$ cat config.mk
export PLATFORM = sky130hd
export DESIGN_NAME = vedic_mult_seq
export DESIGN_NICKNAME = d
export VERILOG_FILES = /design/src/rtl/vedic_mult_seq.sv
export SDC_FILE = /design/constraint.sdc
export NUM_CORES = 1
export LEC_CHECK = 0
export ABC_CLOCK_PERIOD_IN_PS = 5200
export CORE_MARGIN = 3
export CORE_UTILIZATION = 52
export CTS_CLUSTER_SIZE = 8
export DETAILED_ROUTE_END_ITERATION = 10
export HOLD_SLACK_MARGIN = 0.03
export PLACE_DENSITY = 0.75
export SLEW_MARGIN = 20
export SYNTH_ARGS = -nofsm -noshare
export SYNTH_HDL_FRONTEND = slang
export SYNTH_SLANG_ARGS = --single-unit
$ cat constraint.sdc
create_clock -name clk -period 5.2 [get_ports clk]
set_input_delay 1.04 -clock clk [delete_from_list [all_inputs] [get_ports clk]]
set_output_delay 1.04 -clock clk [all_outputs]
set_load 0.02 [all_outputs]
$ cat src/rtl/vedic_mult_seq.sv
// Sequential signed/unsigned multiplier: one 4x4 Urdhva-Tiryagbhyam digit product per clock,
// accumulated at its digit shift, with valid/ready handshakes on operand and product sides.
//
// state  | meaning
// IDLE   | in_ready=1, waiting for operands
// CALC   | accumulating digit products, k = 0 .. N*N-1
// DONE   | out_valid=1, p held until out_ready

module vedic_mult_seq #(
  parameter int WIDTH = 8
) (
  input  logic                 clk,
  input  logic                 rst,
  input  logic                 in_valid,
  output logic                 in_ready,
  input  logic [WIDTH-1:0]     a,
  input  logic [WIDTH-1:0]     b,
  input  logic                 is_signed,
  output logic                 out_valid,
  input  logic                 out_ready,
  output logic [2*WIDTH-1:0]   p
);

  localparam int N  = WIDTH / 4;
  localparam int NN = N * N;
  localparam int PW = 2 * WIDTH;
  localparam int KW = (NN > 1) ? $clog2(NN) : 1;
  localparam int DW = (N > 1) ? $clog2(N) : 1;

  localparam logic [1:0] S_IDLE = 2'd0;
  localparam logic [1:0] S_CALC = 2'd1;
  localparam logic [1:0] S_DONE = 2'd2;

  generate
    if ((WIDTH % 4) != 0 || WIDTH < 4) begin : g_bad_width
      $error("vedic_mult_seq: WIDTH must be a multiple of 4 and at least 4");
    end
  endgenerate

  function automatic logic [3:0] vedic2x2(input logic [1:0] x, input logic [1:0] y);
    logic [3:0] r;
    logic       c;
    r[0] = x[0] & y[0];
    r[1] = (x[1] & y[0]) ^ (x[0] & y[1]);
    c    = (x[1] & y[0]) & (x[0] & y[1]);
    r[2] = (x[1] & y[1]) ^ c;
    r[3] = (x[1] & y[1]) & c;
    return r;
  endfunction

  // Vertical and crosswise: low, cross and high 2x2 products summed at their offsets.
  function automatic logic [7:0] vedic4x4(input logic [3:0] x, input logic [3:0] y);
    logic [3:0] ll, hl, lh, hh;
    logic [4:0] mid;
    ll  = vedic2x2(x[1:0], y[1:0]);
    hl  = vedic2x2(x[3:2], y[1:0]);
    lh  = vedic2x2(x[1:0], y[3:2]);
    hh  = vedic2x2(x[3:2], y[3:2]);
    mid = {1'b0, hl} + {1'b0, lh};
    return {4'b0, ll} + {1'b0, mid, 2'b00} + {hh, 4'b0};
  endfunction

  logic [1:0]       state_q, state_d;
  logic [WIDTH-1:0] a_m_q, a_m_d;
  logic [WIDTH-1:0] b_m_q, b_m_d;
  logic             neg_q, neg_d;
  logic [PW-1:0]    acc_q, acc_d;
  logic [PW-1:0]    p_q, p_d;
  logic [KW-1:0]    k_q, k_d;
  logic [DW-1:0]    i_q, i_d;
  logic [DW-1:0]    j_q, j_d;

  logic [3:0]       a_dig, b_dig;
  logic [7:0]       dig_prod;
  logic [DW:0]      dig_pos;
  logic [PW-1:0]    term;
  logic [PW-1:0]    sum;
  logic             accept;

  assign in_ready  = (state_q == S_IDLE);
  assign out_valid = (state_q == S_DONE);
  assign p         = p_q;
  assign accept    = in_valid && (state_q == S_IDLE);

  // i and j track k mod N and k div N so no divider is needed for non power-of-two N.
  always_comb begin
    a_dig    = 4'(a_m_q >> {i_q, 2'b00});
    b_dig    = 4'(b_m_q >> {j_q, 2'b00});
    dig_prod = vedic4x4(a_dig, b_dig);
    dig_pos  = {1'b0, i_q} + {1'b0, j_q};
    term     = PW'(dig_prod) << {dig_pos, 2'b00};
    sum      = acc_q + term;
  end

  always_comb begin
    state_d = state_q;
    a_m_d   = a_m_q;
    b_m_d   = b_m_q;
    neg_d   = neg_q;
    acc_d   = acc_q;
    p_d     = p_q;
    k_d     = k_q;
    i_d     = i_q;
    j_d     = j_q;
    case (state_q)
      S_IDLE: begin
        if (accept) begin
          // -2^(WIDTH-1) negates to itself, which is the correct unsigned magnitude.
          a_m_d   = (is_signed && a[WIDTH-1]) ? -a : a;
          b_m_d   = (is_signed && b[WIDTH-1]) ? -b : b;
          neg_d   = is_signed & (a[WIDTH-1] ^ b[WIDTH-1]);
          acc_d   = '0;
          k_d     = '0;
          i_d     = '0;
          j_d     = '0;
          state_d = S_CALC;
        end
      end
      S_CALC: begin
        acc_d = sum;
        k_d   = k_q + KW'(1);
        if (i_q == DW'(N - 1)) begin
          i_d = '0;
          j_d = j_q + DW'(1);
        end else begin
          i_d = i_q + DW'(1);
        end
        if (k_q == KW'(NN - 1)) begin
          p_d     = neg_q ? -sum : sum;
          state_d = S_DONE;
        end
      end
      S_DONE: begin
        if (out_ready) begin
          state_d = S_IDLE;
        end
      end
      default: state_d = S_IDLE;
    endcase
  end

  always_ff @(posedge clk) begin
    if (rst) begin
      state_q <= S_IDLE;
      a_m_q   <= '0;
      b_m_q   <= '0;
      neg_q   <= 1'b0;
      acc_q   <= '0;
      p_q     <= '0;
      k_q     <= '0;
      i_q     <= '0;
      j_q     <= '0;
    end else begin
      state_q <= state_d;
      a_m_q   <= a_m_d;
      b_m_q   <= b_m_d;
      neg_q   <= neg_d;
      acc_q   <= acc_d;
      p_q     <= p_d;
      k_q     <= k_d;
      i_q     <= i_d;
      j_q     <= j_d;
    end
  end

endmodule

======== Word level (Yosys, flattened, before mapping) ========
Index checks and enable logic that the tools add are counted.
storage, ports and cells
  register bits after elaboration ......... 55
  input bits .............................. 21
  output and inout bits ................... 18
  word-level logic and storage cells ...... 90
operators by class
  add/sub/neg operators ................... 11
  equality and inequality tests ........... 7
  shift operators ......................... 3
  muxes and demuxes ....................... 16
  bitwise gates (word level) .............. 34
  reduce and logical (&&, ||, !) cells .... 10
operators with widths
  kind                  count
  $mux W16              2
  $pmux W16 S2          1
  $and A1 B1 Y1         25
  $add A16 B16 Y16      1
  $mux W8               2
  $neg A16 Y16          1
  $neg A8 Y8            2
  $shl A8 B4 Y16        1
  $shr A8 B3 Y4         2
  $xor A1 B1 Y1         9
  $add A4 B7 Y8         1
  $add A8 B8 Y8         1
  $mux W2               4
  $pmux W2 S3           1
  $reduce_and A2 Y1     3
  $reduce_and A3 Y1     2
  $add A4 B4 Y5         1
  $eq A2 B2 Y1 const B  2
  $ne A2 B1 Y1 const B  2
  $ne A2 B2 Y1 const B  2
  $pmux W1 S2           2
  $pmux W2 S2           1
  $logic_and A1 B1 Y1   3
  $mux W1               3
  other kinds (6)       7

======== Longest topological paths before layout ========
Gate-level depths: netlist (run 1).
  depth in word-level cells ............... 11
  gate-level depth with buffers ........... 24

======== Least setup slack after synthesis (run 1) ========
Ideal clock, no wire load.
  kind .................................... register -> register
  from .................................... reg i_q
  to ...................................... reg p_q[13] (netlist: p[13])
  arrival ................................. 5.532 ns
  setup slack ............................. -0.412 ns
  cell stages (with the launch flop) ...... 25
  cell sequence ........................... dfxtp_1 -> clkbuf_1 -> mux2i_1 -> nor2_1 -> ha_1 -> ha_1 -> ha_1 -> a21o_1 -> a21o_1 -> ha_1 -> and3_1 -> a2111oi_0 -> xor2_1 -> nor2_1 -> a21oi_1 -> nor2_1 -> ha_1 -> a21oi_1 -> o21ai_1 -> or3_1 -> o21a_1 -> xor2_1 -> o41ai_2 -> xnor2_1 -> a211oi_2
between the ends
  cells in the longest elaborated chain, start to end .. 11
  elaborated cells between the ends (all ways) .. 41
  those cells by class .................... 6 x add/sub; 2 x shift; 1 x mux; 32 x bitwise
ends and longest elaborated chain
  item                                                   RTL line  source
  start, declared                                        70        logic [DW-1:0] i_q, i_d;
  start signal, assigned                                 161       i_q <= i_d;
  $shr A8 B3 Y4                                          87        a_dig = 4'(a_m_q >> {i_q, 2'b00});
  $and A1 B1 Y1                                          44, 45
  $and A1 B1 Y1                                          45        c = (x[1] & y[0]) & (x[0] & y[1]);
  $xor A1 B1 Y1 / $and A1 B1 Y1 (equally long branches)  46, 47
  $add A4 B4 Y5                                          59        mid = {1'b0, hl} + {1'b0, lh};
  $add A4 B7 Y8                                          60        return {4'b0, ll} + {1'b0, mid, 2'b00} + {hh, 4'b0};
  $add A8 B8 Y8                                          60
  $shl A8 B4 Y16 *                                       91        term = PW'(dig_prod) << {dig_pos, 2'b00};
  $add A16 B16 Y16 *                                     92        sum = acc_q + term;
  $neg A16 Y16                                           129       p_d = neg_q ? -sum : sum;
  $mux W16 *                                             129
  end signal, assigned                                   159       p_q <= p_d;
  end, declared                                          68        logic [PW-1:0] p_q, p_d;
Every way passes the cells marked *; elsewhere a longest branch is shown, timed or not.
A chain may end at the register's enable or synchronous reset.

======== Worst setup path in the final report (run 1) ========
Same ends and word-level chain as after synthesis.

==> metrics.yaml, run 1 <==
gp_congestion: 0.893
netlist_instances: 553
row_count: 32
relSlewSlack: 0.273
ys_ff_latch: 55
cp-endpoint: "p[13]"
die_y_um: 96.2
netlist_area_um2: 4230
antennaDiodeCount: 0
drc: 0
cp_top_family: "compound AO/OA/AOI/OAI gates"
hold_viol: 0
syn_nets: 614
cts-root-buf: "clkbuf_8"
synth_flop_cell: "dfxtp_1"
ys_types: 59
area_growth_pct: 34.5
wl_per_cell_um: 15.7
cts.clk_slew.worst_paths_ns: 0.11
dpl.hpwl_mm: 8.52
vdd_drop_max_uv: 125
path_max_fanout: 5
grt_pass1_vias: 4063
cp_common_cell: "ha_1"
viasPerCell: 5.83
drive_gt1_frac: 0.233
vias: 4377
worstMarginPinSlew_ns: 1.09
h-tree-depth: 2
max_stage_delay_ns: 0.38
dieArea_um2: 9260
dieWidth_um: 96.2
synth-edff-count: 0
drtIter0Drc: 181
power_density_nw_per_um2: 195
initial_utilization: 0.542
numCtsBuffers: 5
core_area_um2: 7810
crit_start: "i_q"
yosysSeqAreaShare: 0.260
cp_slowest_cell: "ha_1"
final_util: 0.729
totalWireLength_mm: 11.8
min_period_ns: 5.40
synthTopCellsByArea: "dfxtp_1 26%, ha_1 11%, nor2_1 7.6%, a21oi_1 6.0%, nand2_1 5.6%"
r2r_setup_slack_ns: -0.20
setup_viol: 8
clk_latency_ns: 0.32
yosysWarningCount: 0
p_leak_nw: 2.37
syn_avg_cell_area_um2: 7.65
cp_data_arrival_time_ns: 5.57
tritoncts: "done"
antenna_left: 0
final_cell_mix: "84 x nor2_1, 71 x buf_4, 63 x nand2_1, 53 x dfxtp_1, 42 x a21oi_1"
rsz0062_at_grt: "true"
grt_pass1_wl_mm: 18.7
cp.required_ns: 5.37
end_kind: "flop"
drv_slew: 0
antenna_found_initial: 0
grt.overflow.total: 0
cp-start-kind: "flop"
grt_max_degree: 59
dr.pass1.iters: 6
timing.final.crit_share: 1.04
drv_cap: 0
final_common_cell: "nor2_1"
crit-reg2reg-launch: "i_q"
worst_clock_skew_ns: 0.0184
synthArstFlopShare: 0
grtUsageTotal: 0.252
setup_ws_ns: -0.202
io_pins: 39
place_ws_ns: -0.440
hold_path_class: "reg2reg"
yosysTopAreaCellShare: 0.260
cts.sinks: 55
reg2reg_depth: 26
place_area_um2: 5200
status: "complete, but fails checks"
io_buffers: 38
synth_largest_area_cell: "dfxtp_1"
clockBufferDepth: 2
reg2reg_to: "p[13]"
cp_num_buf_inv: 3
fmax_mhz: 185
fin_area_um2: 5690
violations: "negative setup slack"
worstSetupPathDepth: 26
critPathKind: "reg2reg"
nNetsFinal: 709
-- sequential cells by signal, summed over array words and instances, names as in the netlist --
register  count
j_q           1
state_q       2
k_q           2
i_q           1
p            16
neg_q         1
acc_q        16
a_m_q         8
b_m_q         8
-- report_power, final --
part           switching [mW]  internal, mW
clock                   0.154         0.112
sequential             0.0159         0.436
combinational           0.205         0.187
-- area by class of cell --
class	count	area (um2)
clock inverters	2	18.8
flip-flops and latches	55	1100
clock buffers	6	82.6
fillers	604	2120
inverters	13	48.8
multi-input cells	456	3300
well taps	102	128
repair buffers	117	1010
-- per-stage QoR --
| step | TNS (ns) | instances | hold slack (ns) | power, mW |
|---|---|---|---|---|
| final | -0.995 | 751 | 0.459 | 1.11 |
| after global routing | -5.53 | 751 | 0.494 | 1.16 |
| after CTS | -0.476 | 742 | 0.461 | 1.07 |
| after detailed placement | -3.32 | 730 | 0.446 | 0.792 |
| after global placement | -1.30 | 730 | 0.441 | 0.782 |
| after floorplan | 0 | 553 | 0.436 | 0.666 |
-- worst min-delay path by stage --
stage | start | endpoint | depth (start not counted)
6_report | p[2] | p[2] | 2
5_1_grt | p[2] | p[2] | 2
4_1_cts | p[2] | p[2] | 2
3_5_place_dp | p[2] | p[2] | 2
3_3_place_gp | p[2] | p[2] | 2
2_1_floorplan | b_m_q[7] | b_m_q[7] | 2
-- routing by layer --
layer | global-route usage | wire, um
met5 | 0 | 0
met4 | 0.0865 | 292
met3 | 0.0242 | 480
met2 | 0.451 | 6120
met1 | 0.313 | 4870
-- synthesized netlist by cell type, types with 5 or more instances --
| cell type | count |
|---|---|
| a211oi_1 | 20 |
| a21o_1 | 8 |
| a21oi_1 | 51 |
| a31oi_1 | 7 |
| and3_1 | 5 |
| clkbuf_1 | 23 |
| dfxtp_1 | 55 |
| ha_1 | 37 |
| inv_1 | 13 |
| mux2i_1 | 11 |
| nand2_1 | 63 |
| nand3_1 | 31 |
| nor2_1 | 86 |
| nor2b_1 | 8 |
| nor3_1 | 13 |
| o211ai_1 | 5 |
| o21ai_0 | 10 |
| o22ai_1 | 5 |
| xnor2_1 | 13 |
| xor2_1 | 19 |
-- tightest hold or removal path, cell delays in order, from the launching register on --
cell and delay (ns):
dfxtp_1 0.32, nand2_1 0.05, a21oi_1 0.05
-- kinds of logic (layout without fill, tap and decap cells) --
group,count (synthesis),count (layout),share of synthesized area
flip-flops,55,55,0.260
AND/OR/NAND/NOR,236,236,0.257
adder cells (fa/ha/maj),40,40,0.124
AO/OA/AOI/OAI,135,135,0.217
XOR/XNOR,34,34,0.0766
multiplexers,11,11,0.0260
buffers and inverters,42,138,0.0402
-- timing repair --
action | CTS | global route
endpoints found under the setup margin | 12 | 18
hold buffers | 0 | 0
resized for setup | 21 | 33
pin swaps | 12 | 25
buffers inserted | 4 | 9
(Power assumes the default switching activity.)
==> inputs of run 2 (changes only) <==
--- a/config.mk
+++ b/config.mk
@@ -12,7 +12,6 @@
 export DETAILED_ROUTE_END_ITERATION = 10
 export HOLD_SLACK_MARGIN = 0.03
 export PLACE_DENSITY = 0.75
-export SLEW_MARGIN = 20
 export SYNTH_ARGS = -nofsm -noshare
 export SYNTH_HDL_FRONTEND = slang
 export SYNTH_SLANG_ARGS = --single-unit
==> results of run 2 <==
The final DEF is identical to that of run 1; final timing and power are the same.
==> inputs of run 3 (changes only) <==
==> config.mk (replaced) <==
export PLATFORM = sky130hd
export DESIGN_NAME = vedic_mult_seq
export DESIGN_NICKNAME = d
export VERILOG_FILES = /design/src/rtl/vedic_mult_seq.sv
export SDC_FILE = /design/constraint.sdc
export NUM_CORES = 1
export LEC_CHECK = 0
export ABC_CLOCK_PERIOD_IN_PS = 5800
export CORE_MARGIN = 10
export CORE_UTILIZATION = 52
export CTS_CLUSTER_SIZE = 30
export DETAILED_ROUTE_END_ITERATION = 10
export HOLD_SLACK_MARGIN = 0.03
export PLACE_DENSITY = 0.72
export SYNTH_ARGS = -nofsm -noshare
export SYNTH_HDL_FRONTEND = slang
export SYNTH_SLANG_ARGS = --single-unit
==> constraint.sdc (replaced) <==
create_clock -name clk -period 5.8 [get_ports clk]
set_input_delay 1.16 -clock clk [delete_from_list [all_inputs] [get_ports clk]]
set_output_delay 1.16 -clock clk [all_outputs]
set_load 0.02 [all_outputs]
==> metrics.yaml, run 3 (synthesis gave the netlist of run 1 again) <==
status: "completed"
numCtsBuffers: 5
hold-worst-slack_ns: 0.456
critPathKind: "reg2reg"
setup_tns_ns: 0
dieArea_um2: 12100
antennaDiodeCount: 0
swShare: 0.324
totalWireLength_mm: 10.9
cp_data_arrival_time_ns: 5.76
grt.overflow.total: 0
end_kind: "flop"
io_buffers: 38
cts-root-buf: "clkbuf_8"
worstMarginPinSlew_ns: 1.09
top_layer: "met4"
place_ws_ns: -0.0707
reg2reg_depth: 25
antenna_left: 0
h-tree-depth: 2
grt_max_degree: 59
area_growth_pct: 17.4
antenna_found_initial: 0
grt_pass1_vias: 3632
path_max_fanout: 7
nFillCells: 690
final_cell_mix: "86 x nor2_1, 63 x nand2_1, 53 x dfxtp_1, 48 x a21oi_1, 37 x clkdlybuf4s50_1"
dieWidth_um: 110
die_y_um: 110
dpl.hpwl_mm: 8.12
worst_clock_skew_ns: 0.00977
drv_slew: 0
cts.sinks: 55
drc: 0
fmax_mhz: 178
switchingPower_mw: 0.280
power_frac_clock: 0.225
grtUsageTotal: 0.171
wl_per_cell_um: 15.7
power_density_nw_per_um2: 174
tritoncts: "done"
viasPerCell: 5.91
p_seq_frac: 0.468
fin_area_um2: 4970
final_common_cell: "nor2_1"
drv_cap: 0
row_count: 32
drive_gt1_frac: 0.105
p_int_mw: 0.584
cp-start-kind: "flop"
clk_latency_ns: 0.30
p_leak_nw: 2.04
drtIter0Drc: 274
core_area_um2: 7810
io_pins: 39
hold_path_class: "reg2reg"
cts.clk_slew.worst_paths_ns: 0.09
vdd_drop_max_uv: 134
whs_path_depth: 2
clockBufferDepth: 2
hold_viol: 0
grt_pass1_wl_mm: 17.3
initial_utilization: 0.542
setup_viol: 0
met2WireLength_mm: 4.93
drt-met1-wl_mm: 5.26
combPwrFrac: 0.307
wl_met3_um: 535
place_area_um2: 4710
vias: 4081
dr.pass1.iters: 5
timing.final.crit_share: 0.968
p_total_mw: 0.864
cp.required_ns: 5.94
seq_area_um2: 1110
relSlewSlack: 0.275
multi_input_area_um2: 3080
setup_ws_ns: 0.187
min_period_ns: 5.61
nNetsFinal: 651
gp_congestion: 0.907
-- run 3: final timing paths --
path / from / slack [ns] / end
worst min-delay path: p[0] / 0.46 / p[0]
worst max-delay path: j_q / 0.19 / p[12]
worst min register to register: p[0] / 0.46 / p[0]
worst max register to register: j_q / 0.19 / p[12]
-- run 3: power by group through the flow --
| stage | registers [mW] | logic, mW | clock network, mW |
|---|---|---|---|
| floorplan | 0.405 | 0.181 | 0 |
| global placement | 0.411 | 0.239 | 0 |
| detailed placement | 0.411 | 0.244 | 0 |
| CTS | 0.403 | 0.245 | 0.203 |
| global route | 0.406 | 0.291 | 0.217 |
| finish | 0.404 | 0.265 | 0.195 |
-- run 3: through the flow --
stage / util / instances
finish: 0.637 / 691
global placement: 0.604 / 677
global route: 0.637 / 691
CTS: 0.613 / 683
detailed placement: 0.604 / 677
floorplan: - / 553
-- run 3: repair_timing --
action | CTS | global route
hold endpoints to repair | 0 | 0
gates resized for setup | 3 | 22
hold buffers | 0 | 0
endpoints found under the setup margin | 4 | 10
pin swaps | 0 | 9
setup buffers | 0 | 8
-- run 3: worst max-delay path: stages, from the launching register on --
cell and delay (ns):
dfxtp_4 0.44, mux2i_4 0.28, nor2_1 0.07, ha_1 0.20, ha_1 0.31, ha_4 0.26
a21o_1 0.18, a21o_1 0.17, ha_1 0.32, and3_1 0.23, a2111oi_4 0.35, xor2_1 0.23
nor2_1 0.07, a21oi_1 0.15, nor2_1 0.07, ha_1 0.35, buf_4 0.17, and3_1 0.18
o211a_1 0.15, o211ai_1 0.29, buf_4 0.17, buf_4 0.10, nand3_1 0.07, o41ai_2 0.25
xor2_1 0.27, a211oi_1 0.11
-- run 3: cell type report --
cell class / instances / area share
repair buffers: 59 / 0.107
well taps: 102 / 0.0257
inverters: 13 / 0.00982
clock buffers: 6 / 0.0146
flip-flops and latches: 55 / 0.223
multi-input cells: 456 / 0.620
-- run 3: layer usage --
layer,up-vias,global-route usage
met2,97,0.260
met5,-,0
met4,0,0.0413
li1,2041,-
met3,12,0.0290
met1,1931,0.246
